--- config.mk ---
export PLATFORM = sky130hd
export DESIGN_NAME = mem_port_arbiter
export DESIGN_NICKNAME = d
export VERILOG_FILES = /design/src/rtl/mem_port_arbiter.sv
export SDC_FILE = /design/constraint.sdc
export NUM_CORES = 1
export LEC_CHECK = 0
export ABC_CLOCK_PERIOD_IN_PS = 4300
export CAP_MARGIN = 20
export CORE_MARGIN = 2
export CORE_UTILIZATION = 45
export CTS_CLUSTER_SIZE = 30
export DETAILED_ROUTE_END_ITERATION = 12
export GPL_TIMING_DRIVEN = 0
export PLACE_DENSITY = 0.95
export SYNTH_ARGS = -nofsm -noshare
export SYNTH_HDL_FRONTEND = slang
export SYNTH_SLANG_ARGS = --single-unit
export TNS_END_PERCENT = 5
--- constraint.sdc ---
create_clock -name clk -period 4.3 [get_ports clk]
set_clock_uncertainty 0.15 [all_clocks]
set_input_delay 0.43 -clock clk [delete_from_list [all_inputs] [get_ports clk]]
set_output_delay 0.43 -clock clk [all_outputs]
set_load 0.02 [all_outputs]
--- src/rtl/mem_port_arbiter.sv ---
// mem_port_arbiter: shares one single-ported memory between the fetch
// port and the load/store port, MA first with an IF anti-starvation count.
module mem_port_arbiter #(
  parameter int unsigned STARVE_MAX = 4
) (
  input  logic        clk,
  input  logic        reset,
  input  logic        if_req,
  input  logic [31:0] if_addr,
  input  logic        if_kill,
  output logic [31:0] if_rdata,
  output logic        if_ready,
  input  logic [1:0]  ma_read,
  input  logic [1:0]  ma_write,
  input  logic [31:0] ma_addr,
  input  logic [31:0] ma_wdata,
  output logic [31:0] ma_rdata,
  output logic        ma_ready,
  output logic        ma_misaligned,
  output logic        mem_req,
  output logic        mem_we,
  output logic [31:0] mem_addr,
  output logic [3:0]  mem_be,
  output logic [31:0] mem_wdata,
  input  logic        mem_ack,
  input  logic [31:0] mem_rdata
);

  localparam logic [3:0] SMAX = 4'(STARVE_MAX);

  typedef enum logic [1:0] {
    IDLE,
    BUSY_IF,
    BUSY_MA,
    MISAL
  } state_e;

  state_e      state_q;
  logic [3:0]  starve_q;
  logic        killed_q;
  logic        mem_req_q;
  logic        mem_we_q;
  logic [31:0] mem_addr_q;
  logic [3:0]  mem_be_q;
  logic [31:0] mem_wdata_q;
  logic [31:0] if_rdata_q;
  logic [31:0] ma_rdata_q;
  logic        if_ready_q;
  logic        ma_ready_q;
  logic        ma_mis_q;

  logic        if_elig;
  logic        ma_elig;
  logic        grant_ma;
  logic        grant_if;
  logic        ma_we;
  logic [1:0]  ma_size;
  logic        ma_misal;
  logic [3:0]  ma_be;
  logic [31:0] ma_wrep;
  logic [3:0]  starve_d;
  logic        unused;

  assign unused = ^if_addr[1:0];

  // A port whose ready is high this cycle is still holding the
  // request it was just served for, so it must not be re-granted.
  always_comb begin
    ma_we    = ma_write != 2'b00;
    ma_size  = ma_we ? ma_write : ma_read;
    if_elig  = if_req && !if_kill && !if_ready_q;
    ma_elig  = (ma_size != 2'b00) && !ma_ready_q;
    grant_ma = ma_elig && !(if_elig && starve_q == SMAX);
    grant_if = if_elig && !grant_ma;
    starve_d = (&starve_q) ? starve_q : starve_q + 4'd1;
    ma_misal = 1'b0;
    ma_be    = 4'hF;
    ma_wrep  = ma_wdata;
    unique case (ma_size)
      2'b01: begin
        ma_be   = 4'b0001 << ma_addr[1:0];
        ma_wrep = {4{ma_wdata[7:0]}};
      end
      2'b10: begin
        ma_misal = ma_addr[0];
        ma_be    = 4'b0011 << {ma_addr[1], 1'b0};
        ma_wrep  = {2{ma_wdata[15:0]}};
      end
      2'b11: ma_misal = ma_addr[1:0] != 2'b00;
      default: ;
    endcase
  end

  always_ff @(posedge clk or negedge reset) begin
    if (!reset) begin
      state_q     <= IDLE;
      starve_q    <= 4'd0;
      killed_q    <= 1'b0;
      mem_req_q   <= 1'b0;
      mem_we_q    <= 1'b0;
      mem_addr_q  <= 32'd0;
      mem_be_q    <= 4'd0;
      mem_wdata_q <= 32'd0;
      if_rdata_q  <= 32'd0;
      ma_rdata_q  <= 32'd0;
      if_ready_q  <= 1'b0;
      ma_ready_q  <= 1'b0;
      ma_mis_q    <= 1'b0;
    end else begin
      if_ready_q <= 1'b0;
      ma_ready_q <= 1'b0;
      ma_mis_q   <= 1'b0;
      unique case (state_q)
        IDLE: begin
          if (grant_ma) begin
            if (if_elig) starve_q <= starve_d;
            if (ma_misal) begin
              state_q <= MISAL;
            end else begin
              state_q     <= BUSY_MA;
              mem_req_q   <= 1'b1;
              mem_we_q    <= ma_we;
              mem_addr_q  <= {ma_addr[31:2], 2'b00};
              mem_be_q    <= ma_be;
              mem_wdata_q <= ma_wrep;
            end
          end else if (grant_if) begin
            starve_q    <= 4'd0;
            state_q     <= BUSY_IF;
            killed_q    <= 1'b0;
            mem_req_q   <= 1'b1;
            mem_we_q    <= 1'b0;
            mem_addr_q  <= {if_addr[31:2], 2'b00};
            mem_be_q    <= 4'hF;
            mem_wdata_q <= 32'd0;
          end
        end
        BUSY_IF: begin
          if (if_kill) killed_q <= 1'b1;
          if (mem_ack) begin
            mem_req_q <= 1'b0;
            state_q   <= IDLE;
            if (!(killed_q || if_kill)) begin
              if_rdata_q <= mem_rdata;
              if_ready_q <= 1'b1;
            end
          end
        end
        BUSY_MA: begin
          if (mem_ack) begin
            mem_req_q  <= 1'b0;
            state_q    <= IDLE;
            ma_ready_q <= 1'b1;
            if (!mem_we_q) ma_rdata_q <= mem_rdata;
          end
        end
        MISAL: begin
          state_q    <= IDLE;
          ma_ready_q <= 1'b1;
          ma_mis_q   <= 1'b1;
        end
        default: state_q <= IDLE;
      endcase
    end
  end

  assign if_rdata      = if_rdata_q;
  assign if_ready      = if_ready_q;
  assign ma_rdata      = ma_rdata_q;
  assign ma_ready      = ma_ready_q;
  assign ma_misaligned = ma_mis_q;
  assign mem_req       = mem_req_q;
  assign mem_we        = mem_we_q;
  assign mem_addr      = mem_addr_q;
  assign mem_be        = mem_be_q;
  assign mem_wdata     = mem_wdata_q;

endmodule

==> impl_metrics.json <==
{
  "status": "complete, no violations",
  "port_buffers": 269,
  "slowest_stage": "o311ai_4",
  "grtUsageTotal": 0.267,
  "path_clk_slew_ns": 0.06,
  "whs_ns": 0.330,
  "yosysUniqueCellTypes": 42,
  "grt_pass1_vias": 5684,
  "drv_slew": 0,
  "wl_met2_mm": 9.41,
  "startpoint_type": "flip-flop",
  "cts_root_buf": "clkbuf_16",
  "achievable-frequency_mhz": 370,
  "layout_commonest_cell": "clkdlybuf4s50_1",
  "critical_path.reg2reg.startpoint": "starve_q[0]",
  "drc_errors": 0,
  "maxUsedRoutingLayer": "met4",
  "critPathKind": "reg2reg",
  "min_period_ns": 2.70,
  "synth_warnings": 0,
  "setup_viol": 0,
  "final_hold_viol_count": 0,
  "reg2reg_slack_ns": 1.60,
  "wl_per_cell_um": 19.2,
  "total_power_mw": 7.68,
  "min_from": "mem_wdata[17]",
  "yosysTopAreaCellShare": 0.579,
  "viasPerCell": 5.27,
  "grt_pass1_wl_mm": 29.8,
  "cts-resized-gates": 0,
  "cp.required_ns": 4.43,
  "drt_iter0_markers": 281,
  "post-route-period-util": 0.628,
  "via_count": 5207,
  "clockBufferDepth": 2,
  "ys_seq_area_frac": 0.579,
  "arrival_ns": 2.83,
  "layout_common_cells": "268 x clkdlybuf4s50_1, 142 x dfrtp_1, 67 x nand2_1, 64 x mux2_2, 41 x mux2i_1",
  "fp.dieW_um": 121,
  "grt_max_degree": 91,
  "crit_fanout": 10,
  "routed_wl_mm": 18.9,
  "cts_hold_buf": 1,
  "powerDensity_mw_per_mm2": 793,
  "io_pins": 274,
  "wl_met3_mm": 2.13,
  "core_mm2": 0.0133,
  "cellLeakagePower_nw": 4.18,
  "synthTopCellsByArea": "dfrtp_1 58%, mux2_2 12%, mux2i_1 6.7%",
  "avgSynthCellArea_um2": 12.1,
  "setup.worst_path.start": "starve_q[0]",
  "path_cells": "inv_1 -> ha_1 -> and3b_1 -> a211o_1 -> buf_2 -> o311ai_4 -> clkbuf_1 -> o31ai_1",
  "synth_seq_cells": 142,
  "maxCapViolations": 0,
  "dp_hpwl_mm": 14.2,
  "initial_core_util": 0.462,
  "numCtsBuffers": 17,
  "grt_overflow": 0,
  "synth_edf_count": 0,
  "tritoncts": "done",
  "syn_area_mm2": 0.00614,
  "maxSlewHeadroom": 0.433,
  "antenna_left": 0,
  "dieHeight_um": 121,
  "cp-end-kind": "flip-flop",
  "nets": 943,
  "htreeDepth": 4,
  "firstDrtPassIters": 5,
  "drive_above_1_share": 0.143,
  "die_area_mm2": 0.0146,
  "yosysTopAreaCell": "dfrtp_1",
  "clock-sinks": 142,
  "hp-class": "reg2reg",
  "gp_congestion": 0.821,
  "insertion_delay_ns": 0.42,
  "n_antenna_cell": 0,
  "async_reset_ff_frac": 1.00,
  "rows": 42,
  "ir_drop_mv": 0.480,
  "synth_top_flop_cell": "dfrtp_1",
  "antenna_found_initial": 0,
  "slowest_delay_ns": 0.48,
  "rsz0062_at_grt": "no",
  "area_growth_pct": 57.9,
  "netlist_instances": 509,
  "route.layer.met1.wl_mm": 7.00,
  "worst_pin_slew_ns": 0.850,
  "cts_setup_buffers": 0
}
per-layer routing:
metal / vias up / global-route usage
met2: 242 / 0.461
met3: 33 / 0.118
met1: 2543 / 0.294
li1: 2389 / -
met4: 0 / 0.0872
met5: - / 0
critical path: cells and delay by family, from the launching register on:
family | cells | cell delay [ns]
flip-flops | 1 | 0.40
buffers and inverters | 3 | 0.69
adder cells (fa/ha/maj) | 1 | 0.19
AO/OA/AOI/OAI | 3 | 0.93
AND/OR/NAND/NOR | 1 | 0.18
flip-flops by register name, summed over array words and instances (netlist names):
register / cells
if_rdata: 32
ma_rdata: 32
mem_wdata: 32
mem_addr: 30
mem_be: 4
starve_q: 4
state_q: 2
if_ready: 1
killed_q: 1
ma_misaligned: 1
ma_ready: 1
mem_req: 1
mem_we: 1
through the flow:
| step | setup TNS, ns | cell area [um^2] | cells | utilization | setup WS, ns |
|---|---|---|---|---|---|
| global placement | -423.95 | 9050 | 955 | 0.681 | -3.00 |
| global route | 0 | 9690 | 988 | 0.729 | 1.38 |
| finish | 0 | 9690 | 988 | 0.729 | 1.60 |
| CTS | 0 | 9690 | 988 | 0.729 | 1.60 |
| floorplan | 0 | 6140 | 510 | - | 2.02 |
| detailed placement | 0 | 9080 | 956 | 0.683 | 1.20 |
path summary, 6_finish.rpt:
check / end / cells past startpoint
min in group asynchronous: mem_wdata[28] / 2
worst max-delay path: mem_wdata[26] / 8
worst min register to register: mem_wdata[17] / 2
max in group asynchronous: ma_rdata[2] / 3
worst max register to register: mem_wdata[26] / 8
worst min-delay path: mem_wdata[17] / 2
synthesized netlist by cell type, types with 2 or more instances:
| master | number |
|---|---|
| o22ai_1 | 2 |
| o31ai_1 | 24 |
| a21oi_1 | 13 |
| o221ai_1 | 7 |
| o21ai_0 | 27 |
| ha_1 | 6 |
| mux2_2 | 64 |
| buf_4 | 8 |
| o21ai_1 | 12 |
| and3_1 | 2 |
| o21bai_1 | 3 |
| nor2_1 | 20 |
| a22o_1 | 9 |
| inv_1 | 8 |
| dfrtp_1 | 142 |
| nor2b_1 | 3 |
| or2_2 | 2 |
| clkbuf_1 | 19 |
| buf_2 | 7 |
| mux2i_1 | 41 |
| nand3_1 | 3 |
| nand2_1 | 67 |
where the power goes:
group / switching, mW / internal [mW]
clock: 0.552 / 0.935
combinational: 2.00 / 1.84
sequential: 0.370 / 1.99
kinds of logic (layout without fill, tap and decap cells):
family | Yosys count | after routing | synth area share
flip-flops | 142 | 142 | 0.579
buffers and inverters | 43 | 345 | 0.0326
AND/OR/NAND/NOR | 105 | 105 | 0.0738
multiplexers | 105 | 105 | 0.184
other | 1 | 2 | 0.000611
adder cells (fa/ha/maj) | 6 | 6 | 0.0122
AO/OA/AOI/OAI | 107 | 107 | 0.117
cell type report:
class                           instances  area [um^2]
Multi-Input combinational cell        325         2390
Sequential cell                       142         3550
Clock inverter                         11          141
Timing Repair Buffer                  271         2730
Tap cell                              176          220
Fill cell                             901         3610
Inverter                                8         30.0
Buffer                                 35          170
Clock buffer                           20          457
Note: power is estimated with default switching activity, not from simulation.
